`src/rtl/camera_pattern_gen.sv`:
```
// camera_pattern_gen
//   Parametrised stand-in for a camera sensor. Produces a UYVY byte stream
//   with HREF/VSYNC framing for an arbitrary frame geometry, a choice of
//   test patterns, a frame counter and a frame-start pulse. A run request
//   that drops mid-frame lets the current frame finish before going idle.
//
// Ports
//   PCLK         in   pixel clock, all logic on the rising edge
//   RST          in   synchronous reset, active high
//   ENABLE       in   run request, sampled every cycle
//   MODE[1:0]    in   00 incrementing, 01 colour bars, 10 flat grey, 11 frame-number fill
//   HREF         out  line valid, high during active bytes
//   VSYNC        out  vertical sync, active high, whole lines
//   CAMDATA[7:0] out  UYVY byte stream, 0x00 while HREF is low
//   FRAME_START  out  one-cycle pulse at the start of every frame
//   FRAME_CNT    out  frames started since reset, wraps at 16 bits
//   BUSY         out  high while a frame is in progress
module camera_pattern_gen #(
  parameter int H_ACTIVE = 640,
  parameter int H_BLANK  = 320,
  parameter int V_ACTIVE = 480,
  parameter int VFP      = 8,
  parameter int VPW      = 4,
  parameter int VBP      = 8
) (
  input  logic        PCLK,
  input  logic        RST,
  input  logic        ENABLE,
  input  logic [1:0]  MODE,
  output logic        HREF,
  output logic        VSYNC,
  output logic [7:0]  CAMDATA,
  output logic        FRAME_START,
  output logic [15:0] FRAME_CNT,
  output logic        BUSY
);

  localparam int HB       = 2 * H_ACTIVE;
  localparam int HTOTAL   = HB + H_BLANK;
  localparam int V_FIRST  = VFP + VPW + VBP;
  localparam int VTOTAL   = V_FIRST + V_ACTIVE;
  localparam int BAR_W    = H_ACTIVE / 4;
  localparam int HW       = (HTOTAL > 1) ? $clog2(HTOTAL) : 1;
  localparam int VW       = (VTOTAL > 1) ? $clog2(VTOTAL) : 1;

  localparam logic [HW-1:0] H_LAST     = HW'(HTOTAL - 1);
  localparam logic [HW-1:0] H_ACT_LAST = HW'(HB - 1);
  localparam logic [HW-1:0] BAR_DIV    = HW'(BAR_W);
  localparam logic [VW-1:0] V_LAST     = VW'(VTOTAL - 1);
  localparam logic [VW-1:0] V_ACT_FST  = VW'(V_FIRST);
  localparam logic [VW-1:0] VS_FIRST   = VW'(VFP);
  localparam logic [VW-1:0] VS_LAST    = VW'(VFP + VPW - 1);

  typedef enum logic [1:0] {
    IDLE = 2'd0,
    RUN  = 2'd1,
    STOP = 2'd2
  } state_t;

  // BT.601 100% colour bars, white..black
  function automatic logic [7:0] bar_y(input logic [2:0] idx);
    case (idx)
      3'd0: bar_y = 8'hEB;
      3'd1: bar_y = 8'hD2;
      3'd2: bar_y = 8'hAA;
      3'd3: bar_y = 8'h91;
      3'd4: bar_y = 8'h6A;
      3'd5: bar_y = 8'h51;
      3'd6: bar_y = 8'h29;
      default: bar_y = 8'h10;
    endcase
  endfunction

  function automatic logic [7:0] bar_u(input logic [2:0] idx);
    case (idx)
      3'd0: bar_u = 8'h80;
      3'd1: bar_u = 8'h10;
      3'd2: bar_u = 8'hA6;
      3'd3: bar_u = 8'h36;
      3'd4: bar_u = 8'hCA;
      3'd5: bar_u = 8'h5A;
      3'd6: bar_u = 8'hF0;
      default: bar_u = 8'h80;
    endcase
  endfunction

  function automatic logic [7:0] bar_v(input logic [2:0] idx);
    case (idx)
      3'd0: bar_v = 8'h80;
      3'd1: bar_v = 8'h92;
      3'd2: bar_v = 8'h10;
      3'd3: bar_v = 8'h22;
      3'd4: bar_v = 8'hDE;
      3'd5: bar_v = 8'hF0;
      3'd6: bar_v = 8'h6E;
      default: bar_v = 8'h80;
    endcase
  endfunction

  state_t        state, state_nxt;
  logic [HW-1:0] hcnt, hcnt_nxt;
  logic [VW-1:0] vcnt, vcnt_nxt;
  logic [1:0]    mode_q;
  logic [7:0]    incr_q;

  // Stage p0: counter state of the current cycle decoded into next outputs
  logic          vld_p0;
  logic          first_p0;
  logic          href_p0;
  logic          vsync_p0;
  logic [1:0]    mode_p0;
  logic [7:0]    fill_p0;
  logic [2:0]    bar_p0;
  logic [7:0]    data_p0;

  always_comb begin
    state_nxt = state;
    hcnt_nxt  = '0;
    vcnt_nxt  = '0;
    case (state)
      IDLE: begin
        if (ENABLE) state_nxt = RUN;
      end
      RUN, STOP: begin
        if (hcnt == H_LAST) begin
          hcnt_nxt = '0;
          vcnt_nxt = (vcnt == V_LAST) ? '0 : vcnt + 1'b1;
        end else begin
          hcnt_nxt = hcnt + 1'b1;
          vcnt_nxt = vcnt;
        end
        // A stop request only takes effect once the frame is complete
        if (hcnt == H_LAST && vcnt == V_LAST)
          state_nxt = ENABLE ? RUN : IDLE;
        else
          state_nxt = ENABLE ? RUN : STOP;
      end
      default: state_nxt = IDLE;
    endcase
  end

  always_comb begin
    vld_p0   = (state != IDLE);
    first_p0 = vld_p0 && (hcnt == '0) && (vcnt == '0);
    // Mode and fill value are latched at frame start; bypass on the first
    // cycle so the new frame uses them immediately
    mode_p0  = first_p0 ? MODE : mode_q;
    fill_p0  = first_p0 ? (FRAME_CNT[7:0] + 8'd1) : FRAME_CNT[7:0];
    href_p0  = vld_p0 && (vcnt >= V_ACT_FST) && (hcnt <= H_ACT_LAST);
    vsync_p0 = vld_p0 && (vcnt >= VS_FIRST) && (vcnt <= VS_LAST);
    bar_p0   = 3'(hcnt / BAR_DIV);
    data_p0  = 8'h00;
    if (href_p0) begin
      case (mode_p0)
        2'b00: data_p0 = incr_q;
        2'b01: begin
          case (hcnt[1:0])
            2'd0:    data_p0 = bar_u(bar_p0);
            2'd2:    data_p0 = bar_v(bar_p0);
            default: data_p0 = bar_y(bar_p0);
          endcase
        end
        2'b10:   data_p0 = 8'h80;
        default: data_p0 = fill_p0;
      endcase
    end
  end

  // Stage p1: registered outputs, one cycle behind the counters
  always_ff @(posedge PCLK) begin
    if (RST) begin
      state       <= IDLE;
      hcnt        <= '0;
      vcnt        <= '0;
      mode_q      <= 2'b00;
      incr_q      <= 8'h00;
      HREF        <= 1'b0;
      VSYNC       <= 1'b0;
      CAMDATA     <= 8'h00;
      FRAME_START <= 1'b0;
      FRAME_CNT   <= 16'h0000;
      BUSY        <= 1'b0;
    end else begin
      state       <= state_nxt;
      hcnt        <= hcnt_nxt;
      vcnt        <= vcnt_nxt;
      HREF        <= href_p0;
      VSYNC       <= vsync_p0;
      CAMDATA     <= data_p0;
      FRAME_START <= first_p0;
      BUSY        <= vld_p0;
      if (first_p0) begin
        FRAME_CNT <= FRAME_CNT + 16'd1;
        mode_q    <= MODE;
      end
      if (href_p0 && mode_p0 == 2'b00)
        incr_q <= incr_q + 8'd1;
    end
  end

endmodule
```
`config.mk`:
```
export PLATFORM = sky130hd
export DESIGN_NAME = camera_pattern_gen
export DESIGN_NICKNAME = d
export VERILOG_FILES = /design/src/rtl/camera_pattern_gen.sv
export SDC_FILE = /design/constraint.sdc
export NUM_CORES = 1
export LEC_CHECK = 0
export CAP_MARGIN = 20
export CORE_ASPECT_RATIO = 0.7
export CORE_MARGIN = 8
export CORE_UTILIZATION = 45
export CTS_CLUSTER_DIAMETER = 30
export DETAILED_ROUTE_END_ITERATION = 16
export PLACE_DENSITY = 0.7
export SLEW_MARGIN = 25
export SYNTH_ARGS = -nofsm -noshare
export SYNTH_HDL_FRONTEND = slang
export SYNTH_SLANG_ARGS = --single-unit
```
`constraint.sdc`:
```
create_clock -name PCLK -period 3.1 [get_ports PCLK]
set_input_delay 0.465 -clock PCLK [delete_from_list [all_inputs] [get_ports PCLK]]
set_output_delay 0.465 -clock PCLK [all_outputs]
set_load 0.05 [all_outputs]
```
* Word-level counts from Yosys, hierarchy flattened *
Index checks and enable logic that the tools add are counted.

operators by class
  add/subtract/negate cells = 5
  multipliers = 0
  divide/modulo/power cells = 1
  magnitude comparators = 4
  equal/unequal tests = 14
  shift operators = 0
  muxes and demuxes = 13
  bitwise gates (word level) = 2
  reduce and logical (&&, ||, !) cells = 19

operators with widths
  cell                                                                                  count
  8-bit one-hot mux with 6 select lines                                                 2
  8-bit one-hot mux with 7 select lines                                                 1
  8-bit one-hot mux with 3 select lines                                                 1
  16-bit by 1-bit adder with 16-bit output (second input constant)                      1
  8-bit by 1-bit adder with 8-bit output (second input constant)                        2
  8-bit one-hot mux with 2 select lines                                                 1
  11-bit by 1-bit adder with 11-bit output (second input constant)                      1
  11-bit by 8-bit divider with 11-bit output (second input constant)                    1
  11-bit equality test (second input constant)                                          1
  11-bit less-or-equal comparator (second input constant)                               1
  11-bit zero test                                                                      1
  9-bit by 1-bit adder with 9-bit output (second input constant)                        1
  3-bit equality test (second input constant)                                           3
  9-bit equality test (second input constant)                                           1
  9-bit by 4-bit greater-or-equal comparator with 1-bit output (second input constant)  1
  9-bit by 5-bit greater-or-equal comparator with 1-bit output (second input constant)  1
  9-bit by 4-bit less-or-equal comparator with 1-bit output (second input constant)     1
  9-bit zero test                                                                       1
  9-bit 2-to-1 mux                                                                      1
  1-bit logical AND                                                                     8
  2-bit 2-to-1 mux                                                                      4
  8-bit 2-to-1 mux                                                                      1
  2-bit equality test (second input constant)                                           3
  3-bit by 2-bit equality test with 1-bit output (second input constant)                2
  other kinds (11)                                                                      17

word-level totals
  register bits after elaboration = 60
  bits in latches = 0
  memory bits (writable) = 0
  memory bits (read-only) = 0
  input port bits = 5
  output and inout port bits = 28
  word-level logic and storage cells = 69
  memories kept = 0

* Longest topological paths before layout *
  depth after elaboration = 6
  gate-level depth with buffers = 12
  depth with buffers taken out = 10

* Least setup slack after synthesis *
Ideal clock, no wire load.

  path kind = reg2reg
  start = register state[0]
  end = register incr_q[5]
  library setup time = 70 ps
  arrival = 2563 ps
  required time = 3030 ps
  slack = 466 ps
  stages on the path, launching flop included = 11
  path buffers = 1
  clock period less this slack = 2634 ps
  cell sequence = dfxtp_1 > inv_1 > ha_1 > or4_1 > nor4_1 > and2_1 > buf_4 > mux2i_2 > nand4_1 > or3_1 > a21oi_1

on the way
  word-level cells in the longest chain between the ends = 6

ends and longest elaborated chain
  item                             line  RTL
  start, declared                  100   state_t state, state_nxt;
  start signal, assigned           184   state <= state_nxt;
  2-bit nonzero test (*)           143   vld_p0 = (state != IDLE);
  1-bit logical AND (2 in series)  144   first_p0 = vld_p0 && (hcnt == '0) && (vcnt == '0);
  2-bit 2-to-1 mux                 -
  2-bit zero test                  196   if (href_p0 && mode_p0 == 2'b00)
  1-bit logical AND (*)            196
  end signal, assigned             197   incr_q <= incr_q + 8'd1;
  end, declared                    104   logic [7:0] incr_q;

Mark *: on every way between the ends. The rest lies on a longest branch, timed or not.
A chain may end at the register's enable or synchronous reset.

* Worst setup path in the final report *
  start = register state[0]
  end = register CAMDATA[7]

on the way
  word-level cells in the longest chain between the ends = 6

ends and longest elaborated chain
  item                                         line  RTL
  2-bit nonzero test (*)                       143
  1-bit logical AND (2 in series)              144
  2-bit 2-to-1 mux                             -
  2-bit equality test (tied with other cells)  154   case (mode_p0)
  8-bit one-hot mux with 3 select lines        154
  end signal, assigned                         189   CAMDATA <= data_p0;
  end, declared                                32    output logic [7:0] CAMDATA,

Marked as above.

==> results.ini <==
[cells_and_area]
fillers = 667
nNetsFinal = 441
drive_gt1_frac = 0.0818
layout_common_cells = dfxtp_1 (60), nor2_1 (57), clkdlybuf4s50_1 (32)
layout_commonest_cell = dfxtp_1
design_area_um2 = 3880
antenna_cells = 0
syn_to_final_growth_pct = 19.8

[cts]
cts_num_sinks = 60
numCtsBuffers = 9
post_cts_buffers = 0
clock_latency_ns = 0.33
ctsLongestPathBuffers = 2
cts_max_level = 3
clkTransAtPathRegs_ns = 0.07
ctsResizeCount = 0
postCtsHoldBufs = 0
root_buffer = clkbuf_8
cts_tree = built

[route]
drt-vias-per-instance = 5.53
drt-total-wl_um = 7510
first_pass_iters = 5
wl_per_cell_um = 14.3
drc = 0
ant_nets = 0
vias = 2907
drtIter0Drc = 209

[die]
fp.dieArea_um2 = 10200
dieWidth_um = 117
core-area_um2 = 7120
die_h_um = 87.0
io_pins = 33
rows = 26
initial_core_util = 0.454

[global_routing]
grt_pass1_vias = 2637
grt_pass1_wl_um = 12700
grt_max_degree = 31
grt_util_all_layers = 0.151
antenna_found_initial = 0
gr-total-overflow = 0

[job]
maxCapViolCount = 0

[logic_synthesis]
ys_seq_elements = 60
yosys.area.top_type = dfxtp_1
synth_flop_cell = dfxtp_1
synthDistinctLibCells = 59
synth_area_um2 = 3240
synth_edf_count = 0
postSynthCellCount = 389
syn_area_per_cell_um2 = 8.32
ys_top_cells_by_area = dfxtp_1 (37%), nor2_1 (6.6%), xor2_1 (6.2%)
async_flop_share = 0
seq_area_frac_synth = 0.371
synth_nets = 407
yosys.area.top_type_share = 0.371
yosysWarnings = 0

[sta]
min_period_ns = 2.84
fmaxAchievable_mhz = 352
setup_viol = 0
relSlewSlack = 0.626
tightest_slew_ns = 0.557
final-max-slew-violation-count = 0
setup-tns-final_ns = 0
min_period_over_period = 0.917
rsz0062_at_grt = false
finalClockSkew_ns = 0.0105
finalHoldViolCount = 0
whs_ns = 0.472

[worst_setup_path]
critPathSlowestCell = mux2_2
arrival_ns = 3.08
critPathLaunchType = register
crit_type = reg -> reg
cp_data_required_time_ns = 3.33
endpoint_kind = register
cpMostUsedCell = a2111oi_2
crit_fanout = 9
cp_top_family = simple AND/OR/NAND/NOR gates
slowest_delay_ns = 0.42
rrSetupSlack_ns = 0.26
crit_chain = inv_1 > ha_1 > or4_1 > nor4_1 > and2_1 > buf_4 > mux2_2 > o211ai_1 > a2111oi_2 > a2111oi_2
cp_num_buf_inv = 2

[place]
portBuffers = 32
place.gp.congestion = 0.857
place_hpwl_um = 5510
place_area_um2 = 3650

[power_and_ir_drop]
vdd_drop_max_mv = 0.254
total_leakage_power_uw = 0.00137
powerDensity_nw_per_um2 = 443

[run_status]
status = finished, final reports clean

[hold_path]
hold_path.class = reg -> reg

-- per-layer routing --
metal,routed length [µm],vias up,share of wire,GRT usage
li1,-,1424,-,-
met3,487,20,0.065,0.0415
met4,144,0,0.019,0.0492
met1,3760,1356,0.50,0.211
met2,3120,107,0.41,0.217
met5,0,-,0,0
-- path summary, 6_finish.rpt --
kind / startpoint / end / depth (start not counted)
max: state[0] / CAMDATA[7] / 10
min: hcnt[0] / hcnt[0] / 1
max reg2reg: state[0] / CAMDATA[7] / 10
min reg2reg: hcnt[0] / hcnt[0] / 1
-- worst register-to-register path, stage by stage (launching register included) --
cell	delay (ns)
dfxtp_1	0.36
inv_1	0.05
ha_1	0.28
or4_1	0.41
nor4_1	0.25
and2_1	0.29
buf_4	0.20
mux2_2	0.42
o211ai_1	0.13
a2111oi_2	0.07
a2111oi_2	0.28
-- metrics by stage --
stage / setup WS [ns] / total power [µW] / utilization / cells
2_1_floorplan: 0.466 / 904 / - / 389
3_3_place_gp: 0.341 / 935 / 0.512 / 510
3_5_place_dp: 0.284 / 938 / 0.512 / 510
4_1_cts: 0.265 / 1740 / 0.544 / 526
5_1_grt: 0.00757 / 1790 / 0.544 / 526
6_report: 0.257 / 1720 / 0.544 / 526
-- power by group --
part	leakage (µW)	internal (µW)	switching [µW]	total, µW
sequential	0.000484	779	7.01	786
combinational	0.000771	50.7	85.5	136
clock	0.000114	499	297	795
-- cell families after synthesis --
kind of cell               synth area share
AOI/OAI and AO/OA                     0.124
xor gates and xnor gates             0.0947
adders and majority gates            0.0526
buffers and inverters                0.0452
DFF                                   0.371
muxes                                0.0247
and+or+nand+nor                       0.288
-- flip-flops by register name, indices dropped and copies added, names as in the netlist --
signal,flops
BUSY,1
CAMDATA,8
FRAME_CNT,16
FRAME_START,1
HREF,1
VSYNC,1
hcnt,11
incr_q,8
mode_q,2
state,2
vcnt,9
-- Yosys cell counts (2+ instances only) --
cell / instances
a2111oi_2: 2
a21o_1: 3
a21oi_1: 15
a221oi_1: 2
a31oi_1: 2
a32oi_1: 2
and2_1: 2
and3_1: 9
and4_1: 3
buf_2: 5
buf_6: 2
clkbuf_1: 7
dfxtp_1: 60
ha_1: 12
inv_1: 15
mux2i_1: 4
nand2_1: 29
nand2b_1: 12
nand3_1: 16
nand4_1: 14
nor2_1: 57
nor2b_1: 6
nor3_1: 11
nor3b_1: 3
nor4_1: 4
o211ai_1: 3
o21ai_0: 17
or2_2: 2
or3_1: 7
xnor2_1: 12
xor2_1: 23
-- area by class of cell --
type | count | area, µm² | share of cell area
sequential | 60 | 1200 | 0.310
inverter | 15 | 56.3 | 0.0145
clock buffer | 13 | 159 | 0.0410
timing repair buffer | 40 | 380 | 0.0981
multi-input combinational | 297 | 1890 | 0.487
tap | 98 | 123 | 0.0316
clock inverter | 3 | 68.8 | 0.0177
(Power assumes the default switching activity.)
